### src/rtl/ram_arbiter_if.sv
// Bus bundle between two requesters, the shared single-port RAM and
// ram_arbiter. The arbiter takes the slave modport; requesters and the RAM
// model take the master modport.
//
// Handshake: reqN_i acts as valid and gntN_o as ready. A transfer happens in
// exactly the cycle where reqN_i && gntN_o; until then the requester holds
// req/we/adr/dat/lock stable. gntN_o is combinational and may depend on
// reqN_i in the same cycle. Read data returns one cycle after the transfer,
// qualified by rvalidN_o, with no back-pressure.
interface ram_arbiter_if #(
  parameter int dat_width = 32,
  parameter int adr_width = 32
);
  logic                 req0_i;
  logic                 we0_i;
  logic                 lock0_i;
  logic [adr_width-1:0] adr0_i;
  logic [dat_width-1:0] dat0_i;
  logic                 gnt0_o;
  logic                 rvalid0_o;
  logic [dat_width-1:0] rdat0_o;

  logic                 req1_i;
  logic                 we1_i;
  logic                 lock1_i;
  logic [adr_width-1:0] adr1_i;
  logic [dat_width-1:0] dat1_i;
  logic                 gnt1_o;
  logic                 rvalid1_o;
  logic [dat_width-1:0] rdat1_o;

  logic [adr_width-1:0] ram_adr_o;
  logic [dat_width-1:0] ram_dat_o;
  logic                 ram_we_o;
  logic [dat_width-1:0] ram_dat_i;

  modport slave (
    input  req0_i, we0_i, lock0_i, adr0_i, dat0_i,
    input  req1_i, we1_i, lock1_i, adr1_i, dat1_i,
    input  ram_dat_i,
    output gnt0_o, rvalid0_o, rdat0_o,
    output gnt1_o, rvalid1_o, rdat1_o,
    output ram_adr_o, ram_dat_o, ram_we_o
  );

  modport master (
    output req0_i, we0_i, lock0_i, adr0_i, dat0_i,
    output req1_i, we1_i, lock1_i, adr1_i, dat1_i,
    output ram_dat_i,
    input  gnt0_o, rvalid0_o, rdat0_o,
    input  gnt1_o, rvalid1_o, rdat1_o,
    input  ram_adr_o, ram_dat_o, ram_we_o
  );
endinterface

### src/rtl/ram_arbiter.sv
// Two-requester arbiter in front of one single-port synchronous RAM
// (1-cycle registered read, read-before-write). One access per cycle,
// round-robin on contention, optional lock so a requester can keep the RAM
// across a read-modify-write. Read data is steered back to the requester
// that issued the read, one cycle after the grant.
//
// Build option RAM_ARB_FIXED_PRIO_EN: requester 1 always wins contention in
// IDLE and the last-grant pointer is removed. Lock handling is unchanged.
//
// state_o exposes the FSM encoding: 0 = IDLE, 1 = OWN0, 2 = OWN1.
module ram_arbiter #(
  parameter int dat_width = 32,
  parameter int adr_width = 32
) (
  input  logic       clk,
  input  logic       rst_n,
  ram_arbiter_if.slave bus,
  output logic [1:0] state_o
);

  typedef enum logic [1:0] {
    IDLE = 2'd0,
    OWN0 = 2'd1,
    OWN1 = 2'd2
  } state_t;

  state_t               state;
  logic                 gnt0;
  logic                 gnt1;
  logic                 rvalid0;
  logic                 rvalid1;
  logic [adr_width-1:0] adr_mux;
  logic [dat_width-1:0] dat_mux;
  logic                 we_mux;

`ifndef RAM_ARB_FIXED_PRIO_EN
  // 1 when requester 1 took the most recent grant; reset to 1 so that
  // requester 0 wins the first contention.
  logic last_gnt;
`endif

  // Grant decision: the owner alone may be granted while locked; in IDLE a
  // lone request wins outright and contention goes to the other requester.
  always_comb begin
    gnt0 = 1'b0;
    gnt1 = 1'b0;
    case (state)
      IDLE: begin
        if (bus.req0_i && bus.req1_i) begin
`ifdef RAM_ARB_FIXED_PRIO_EN
          gnt1 = 1'b1;
`else
          if (last_gnt) gnt0 = 1'b1;
          else          gnt1 = 1'b1;
`endif
        end else begin
          gnt0 = bus.req0_i;
          gnt1 = bus.req1_i;
        end
      end
      OWN0:    gnt0 = bus.req0_i;
      OWN1:    gnt1 = bus.req1_i;
      default: begin
        gnt0 = 1'b0;
        gnt1 = 1'b0;
      end
    endcase
  end

  // RAM-side mux; requester 0 drives address/data when nobody is granted.
  always_comb begin
    if (gnt1) begin
      adr_mux = bus.adr1_i;
      dat_mux = bus.dat1_i;
      we_mux  = bus.we1_i;
    end else begin
      adr_mux = bus.adr0_i;
      dat_mux = bus.dat0_i;
      we_mux  = bus.we0_i & gnt0;
    end
  end

  // Ownership FSM and read-return tags; a read in flight is dropped on reset.
  always_ff @(posedge clk or negedge rst_n) begin
    if (!rst_n) begin
      state   <= IDLE;
      rvalid0 <= 1'b0;
      rvalid1 <= 1'b0;
    end else begin
      rvalid0 <= gnt0 & ~bus.we0_i;
      rvalid1 <= gnt1 & ~bus.we1_i;
      case (state)
        IDLE: begin
          if (gnt0 && bus.lock0_i)      state <= OWN0;
          else if (gnt1 && bus.lock1_i) state <= OWN1;
        end
        OWN0: begin
          if ((gnt0 && !bus.lock0_i) || (!bus.lock0_i && !bus.req0_i))
            state <= IDLE;
        end
        OWN1: begin
          if ((gnt1 && !bus.lock1_i) || (!bus.lock1_i && !bus.req1_i))
            state <= IDLE;
        end
        default: state <= IDLE;
      endcase
    end
  end

`ifndef RAM_ARB_FIXED_PRIO_EN
  // Round-robin pointer follows every grant, locked or not.
  always_ff @(posedge clk or negedge rst_n) begin
    if (!rst_n) begin
      last_gnt <= 1'b1;
    end else if (gnt0) begin
      last_gnt <= 1'b0;
    end else if (gnt1) begin
      last_gnt <= 1'b1;
    end
  end
`endif

  assign bus.gnt0_o    = gnt0;
  assign bus.gnt1_o    = gnt1;
  assign bus.rvalid0_o = rvalid0;
  assign bus.rvalid1_o = rvalid1;
  // RAM output register is the data register; route it straight through.
  assign bus.rdat0_o   = bus.ram_dat_i;
  assign bus.rdat1_o   = bus.ram_dat_i;
  assign bus.ram_adr_o = adr_mux;
  assign bus.ram_dat_o = dat_mux;
  assign bus.ram_we_o  = we_mux;
  assign state_o       = state;

endmodule

### src/flat_wrapper.sv
// flat-port wrapper written by rule: the top's interface ports become plain ports
module ram_arbiter_flat 
#(
  parameter int dat_width = 32,
  parameter int adr_width = 32
)
  (clk, rst_n, state_o, bus_req0_i, bus_we0_i, bus_lock0_i, bus_adr0_i, bus_dat0_i, bus_req1_i, bus_we1_i, bus_lock1_i, bus_adr1_i, bus_dat1_i, bus_ram_dat_i, bus_gnt0_o, bus_rvalid0_o, bus_rdat0_o, bus_gnt1_o, bus_rvalid1_o, bus_rdat1_o, bus_ram_adr_o, bus_ram_dat_o, bus_ram_we_o);
  ram_arbiter_if #(.dat_width(dat_width), .adr_width(adr_width)) bus_i ();
  input  logic clk;
  input  logic rst_n;
  output logic [1:0] state_o;
  input wire logic [$bits(bus_i.req0_i)-1:0] bus_req0_i;
  input wire logic [$bits(bus_i.we0_i)-1:0] bus_we0_i;
  input wire logic [$bits(bus_i.lock0_i)-1:0] bus_lock0_i;
  input wire logic [$bits(bus_i.adr0_i)-1:0] bus_adr0_i;
  input wire logic [$bits(bus_i.dat0_i)-1:0] bus_dat0_i;
  input wire logic [$bits(bus_i.req1_i)-1:0] bus_req1_i;
  input wire logic [$bits(bus_i.we1_i)-1:0] bus_we1_i;
  input wire logic [$bits(bus_i.lock1_i)-1:0] bus_lock1_i;
  input wire logic [$bits(bus_i.adr1_i)-1:0] bus_adr1_i;
  input wire logic [$bits(bus_i.dat1_i)-1:0] bus_dat1_i;
  input wire logic [$bits(bus_i.ram_dat_i)-1:0] bus_ram_dat_i;
  output wire logic [$bits(bus_i.gnt0_o)-1:0] bus_gnt0_o;
  output wire logic [$bits(bus_i.rvalid0_o)-1:0] bus_rvalid0_o;
  output wire logic [$bits(bus_i.rdat0_o)-1:0] bus_rdat0_o;
  output wire logic [$bits(bus_i.gnt1_o)-1:0] bus_gnt1_o;
  output wire logic [$bits(bus_i.rvalid1_o)-1:0] bus_rvalid1_o;
  output wire logic [$bits(bus_i.rdat1_o)-1:0] bus_rdat1_o;
  output wire logic [$bits(bus_i.ram_adr_o)-1:0] bus_ram_adr_o;
  output wire logic [$bits(bus_i.ram_dat_o)-1:0] bus_ram_dat_o;
  output wire logic [$bits(bus_i.ram_we_o)-1:0] bus_ram_we_o;
  assign bus_i.req0_i = bus_req0_i;
  assign bus_i.we0_i = bus_we0_i;
  assign bus_i.lock0_i = bus_lock0_i;
  assign bus_i.adr0_i = bus_adr0_i;
  assign bus_i.dat0_i = bus_dat0_i;
  assign bus_i.req1_i = bus_req1_i;
  assign bus_i.we1_i = bus_we1_i;
  assign bus_i.lock1_i = bus_lock1_i;
  assign bus_i.adr1_i = bus_adr1_i;
  assign bus_i.dat1_i = bus_dat1_i;
  assign bus_i.ram_dat_i = bus_ram_dat_i;
  assign bus_gnt0_o = bus_i.gnt0_o;
  assign bus_rvalid0_o = bus_i.rvalid0_o;
  assign bus_rdat0_o = bus_i.rdat0_o;
  assign bus_gnt1_o = bus_i.gnt1_o;
  assign bus_rvalid1_o = bus_i.rvalid1_o;
  assign bus_rdat1_o = bus_i.rdat1_o;
  assign bus_ram_adr_o = bus_i.ram_adr_o;
  assign bus_ram_dat_o = bus_i.ram_dat_o;
  assign bus_ram_we_o = bus_i.ram_we_o;
  ram_arbiter #(.dat_width(dat_width), .adr_width(adr_width)) u_core (.clk(clk), .rst_n(rst_n), .bus(bus_i), .state_o(state_o));
endmodule
### config.mk
export PLATFORM = sky130hd
export DESIGN_NAME = ram_arbiter_flat
export DESIGN_NICKNAME = d
export VERILOG_FILES = /design/src/rtl/ram_arbiter_if.sv /design/src/rtl/ram_arbiter.sv /design/src/flat_wrapper.sv
export SDC_FILE = /design/constraint.sdc
export NUM_CORES = 1
export LEC_CHECK = 0
export ABC_AREA = 1
export BUFFER_PORTS_ARGS = -buffer_cell sky130_fd_sc_hd__buf_2
export CORE_AREA = 2 2 118 120
export DETAILED_ROUTE_END_ITERATION = 12
export DIE_AREA = 0 0 120 122
export HOLD_SLACK_MARGIN = 0.03
export PLACE_DENSITY_LB_ADDON = 0.05
export SYNTH_ARGS = -nofsm -noshare
export SYNTH_HDL_FRONTEND = slang
export SYNTH_SLANG_ARGS = --single-unit
### constraint.sdc
create_clock -name clk -period 1.69 [get_ports clk]
set_input_delay 0.169 -clock clk [delete_from_list [all_inputs] [get_ports clk]]
set_output_delay 0.169 -clock clk [all_outputs]
set_load 0.01 [all_outputs]
Yosys cells after proc, flatten, opt, wreduce, memory -nomap -nowiden
Cells that the tools add are included.

storage, ports and cells
  register bits after elaboration = 5
  input bits = 168

operators by class
  reductions and logical operators = 16
  mux-type cells = 16
  bitwise gates (word level) = 5
  eq/ne operators = 5

operators by type and width
  cell                  number
  $mux W32              2
  $mux W2               4
  $logic_and A1 B1 Y1   7
  $mux W1               7
  $pmux W2 S3           1
  $logic_not A1 Y1      4
  $ne A2 B1 Y1 const B  2
  $pmux W1 S2           2
  $and A1 B1 Y1         3
  $ne A3 B1 Y1 const B  1
  $reduce_and A3 Y1     1
  $eq A2 B1 Y1 const B  1
  $eq A2 B2 Y1 const B  1
  $logic_not A2 Y1      1
  $logic_or A1 B1 Y1    2
  $not A1 Y1            2
  $reduce_bool A2 Y1    1

Logic depth before layout (Yosys ltp)
  depth in word-level cells = 7
  gate-level depth with buffers = 8
  depth with buffers taken out = 7

Worst setup path before layout
OpenSTA, ideal clock, no wires.

  kind = reg-to-output
  from = reg u_core.last_gnt
  to = out bus_ram_adr_o[23]
  slack = 0.370 ns
  buffers on the path = 2
  arrival = 1.151 ns
  stages on the path, launching flop included = 7
  data required time = 1.521 ns
  cell sequence = dfstp_2 > nand3_2 > nand2_2 > buf_6 > buf_2 > nand2_1 > nand2_1

between the ends
  longest elaborated chain between the ends = 4

ends and longest elaborated chain
  what                      RTL line            source
  start: declaration        ram_arbiter.sv:39   logic last_gnt;
  start signal: assignment  ram_arbiter.sv:114  last_gnt <= 1'b1;
  start signal: assignment  ram_arbiter.sv:116  last_gnt <= 1'b0;
  start signal: assignment  ram_arbiter.sv:118  last_gnt <= 1'b1;
  $mux W1                   ram_arbiter.sv:53   if (last_gnt) gnt0 = 1'b1;
  $mux W1                   ram_arbiter.sv:49   if (bus.req0_i && bus.req1_i) begin
  $pmux W1 S2               ram_arbiter.sv:47   case (state)
  $mux W32                  ram_arbiter.sv:72   if (gnt1) begin
  end: declaration          flat_wrapper.sv:29  output wire logic [$bits(bus_i.ram_adr_o)-1:0] bus_ram_adr_o;

Every way passes these cells.

Worst setup path in the final report
  from = reg u_core.last_gnt
  to = out bus_ram_dat_o[15]

between the ends
  longest elaborated chain between the ends = 4

ends and longest elaborated chain
  what              RTL line            source
  $mux W1           ram_arbiter.sv:53
  $mux W1           ram_arbiter.sv:49
  $pmux W1 S2       ram_arbiter.sv:47
  $mux W32          ram_arbiter.sv:72
  end: declaration  flat_wrapper.sv:30  output wire logic [$bits(bus_i.ram_dat_o)-1:0] bus_ram_dat_o;

Every way passes these cells.

==> impl_results.md <==
- Fin crit share: 1.000
- Die area: 14640 µm²
- Initial DRT Pass Iterations: 4
- Starting DRC count in detailed routing: 73
- Vias in the first global route: 1969
- Adder-cell share of the synthesized area: 0
- Cell types occupying the most area after synthesis: nand2_1 (47%), buf_4 (30%), dfrtp_1 (6.3%), buf_6 (4.3%), buf_2 (2.2%)
- Starting Density: 0.1170
- Slew @ Worst Pin: 168.2 ps
- First-pass GRT wire length: 9.597 mm
- Buffers on Ports: 206
- CP Launch Type: flip-flop
- Largest net degree at the start of global routing: 39
- Inst Count DP: 622
- RSZ-0062 raised after global routing: yes
- Final setup fails: 1
- Die Y: 122 µm
- Compound-gate portion of the synthesized area: 0.009501
- Post-route cell area: 2640 µm²
- Core area: 13500 µm²
- Via count: 2235
- Slew margin rel.: 0.8874
- Top_reg_cell synth: dfrtp_1
- Post-synthesis cell count: 309
- Crit path largest cell delay: 530 ps
- Layout Nets: 624
- CP required: 1520 ps
- Layout cells sized above 1: 0.5385
- Setup slack after layout: -0.7873 ps
- Mux cell area share after synthesis: 0
- Violated checks: setup timing
- Layout overhead on the synthesized area: 67.06%
- Synth top area share: 0.4703
- Final hold violations: 0
- Fin crit period: 1691 ps
- Yosys warnings: 0
- Hold WC Path Type: in -> reg
- RD Place Congestion: 0.6501
- Synth Area in XOR/XNOR: 0
- Global route total overflow: 0
- Type of destination of the critical path: output pin
- Post-DP HPWL: 5.122 mm
- P per Cell Area: 1124 nW/µm²
- Die width: 120 µm
- Sink Count: 5
- Clock transition at the registers of the reported paths: 30 ps
- EDFF count, synth: 0
- Seq/Total Area, Yosys: 0.07997
- Post-synth ARST share: 1.000
- Initial antenna violation count: 0
- CP Class: reg -> out
- Non-filler cells in the finished layout: 635
- Max frequency: 591.4 MHz
- Worst skew pair latency: 220 ps
- Tot GR Track Use: 0.08130
- Drt total wl: 7.279 mm
- Count leader, synth: nand2_1
- Vias per inst: 3.520
- Setup TNS Final: -0.7873 ps
- Drt drc: 0
- Leak: 1.727 nW
- Fill count: 1609
- Status: complete, but fails checks
- Post-synth cell types: 16
- Slowest-stage cell, CP: dfstp_2
- Number of core rows: 43
- Clock Tree Buf Depth: 2
- Largest family of logic cells by synthesized area: simple AND/OR/NAND/NOR gates
- Max-Cap Viols: 0
- VDD IR max: 0.4586 mV
- I/O pin count: 303
- Diode count: 0
- CTS tree: built
- Depth of the CTS H-tree: 1
- Crit path DAT: 1520 ps
- Placement-stage cell area: 2325 µm²
- Post-synth top cells: nand2_1 (198), buf_4 (64), inv_1 (9)
- WL/cell: 11.46 µm
- FF+latch count, synth: 5
- Crit path top cell by count: nand2_1
- Avg Cell Area, Syn: 5.114 µm²
- Antenna-violating nets left: 0
- Crit path max fanout: 5
- Clock skew: 0.2085 ps
- Simple-gate area share of the yosys netlist: 0.5131
- Area leader, netlist: nand2_1
- Crit-path cells: nand3_2 > nand2_4 > buf_12 > clkbuf_16 > nand2_1 > nand2_1 > buf_2
- Synth Net Count: 477
- Max Slew Vio Count: 0
- Root buffer cell: clkbuf_16
- TritonCTS Buffers: 3
- Mapped Area: 1580 µm²
worst paths after layout:
path / to / startpoint / cells after the start / slack, ps
worst min register to register: u_core.last_gnt$_DFFE_PN1P_ / u_core.last_gnt$_DFFE_PN1P_ / 2 / 570
worst min-delay path: u_core.bus.rvalid1_o$_DFF_PN0_ / bus_we1_i / 2 / 110
max in group asynchronous: u_core.last_gnt$_DFFE_PN1P_ / rst_n / 2 / 1170
worst max register to register: u_core.state_o[1]$_DFFE_PN0P_ / u_core.state_o[0]$_DFFE_PN0P_ / 7 / 420
min in group asynchronous: u_core.bus.rvalid1_o$_DFF_PN0_ / rst_n / 2 / 300
worst max-delay path: bus_ram_dat_o[15] / u_core.last_gnt$_DFFE_PN1P_ / 7 / -0.8
power breakdown:
group	switching, mW	total, mW	internal (mW)
clock network	0.0766	0.389	0.313
registers	0.0326	0.203	0.170
logic	1.31	2.38	1.07
sequential cells by signal, summed over array words and instances, names as in the netlist:
register and flops:
u_core.bus.rvalid0_o 1, u_core.bus.rvalid1_o 1, u_core.last_gnt 1, u_core.state_o 2
logic make-up after synthesis:
kind of cell | after synthesis
buf+inv | 89
flops | 5
simple gates | 212
compound gates | 3
through the flow:
step                      worst slack, ps  total power, mW  hold WS [ps]  utilization
after floorplan                     369.7            1.519        -126.6            -
after global placement              135.1            2.254         2.633       0.1721
after detailed placement            129.8            2.204         3.795       0.1721
after CTS                          -27.90            2.816         109.8       0.1854
after global routing               -63.60            3.273         112.1       0.1955
final                             -0.7873            2.968         109.4       0.1955
placed cells by master (no fill, tap or decap), drive strengths merged:
cell,n
a21oi,1
buf,216
clkbuf,7
dfrtp,4
dfstp,1
dlygate4sd3,1
inv,11
nand2,199
nand3,4
nand4,1
nor2,8
o21ai,2
worst max-delay path, delay by kind of cell, from the launching register on:
family	cells	cell delay (ps)
buf+inv	3	420
simple gates	4	330
flops	1	530
layout make-up:
type                    instances  area [µm²]  share of cell area
inverters                      11       43.79             0.01659
repair buffers                220        1285              0.4867
well taps                     180       225.2             0.08531
multi-input cells             215       880.8              0.3336
flip-flops and latches          5       126.4             0.04787
clock buffers                   4       78.83             0.02986
repair_timing:
| action | 4_1_cts | 5_1_grt |
|---|---|---|
| setup endpoints to repair | 64 | 64 |
| hold buffers | 1 | 0 |
| resized for setup | 4 | 20 |
| cloned | 2 | 3 |
| buffers inserted | 2 | 1 |
| pin swaps | 1 | 9 |
| hold endpoints to repair | 5 | 0 |
layer usage:
metal	wire, µm	global-route usage	part of all wire
met1	2557	0.08034	0.35
met3	825	0.02481	0.11
met2	3874	0.1680	0.53
met4	22	0.01029	0.0030
met5	0	0	0
No activity file was read; power rests on OpenSTA's default activity.
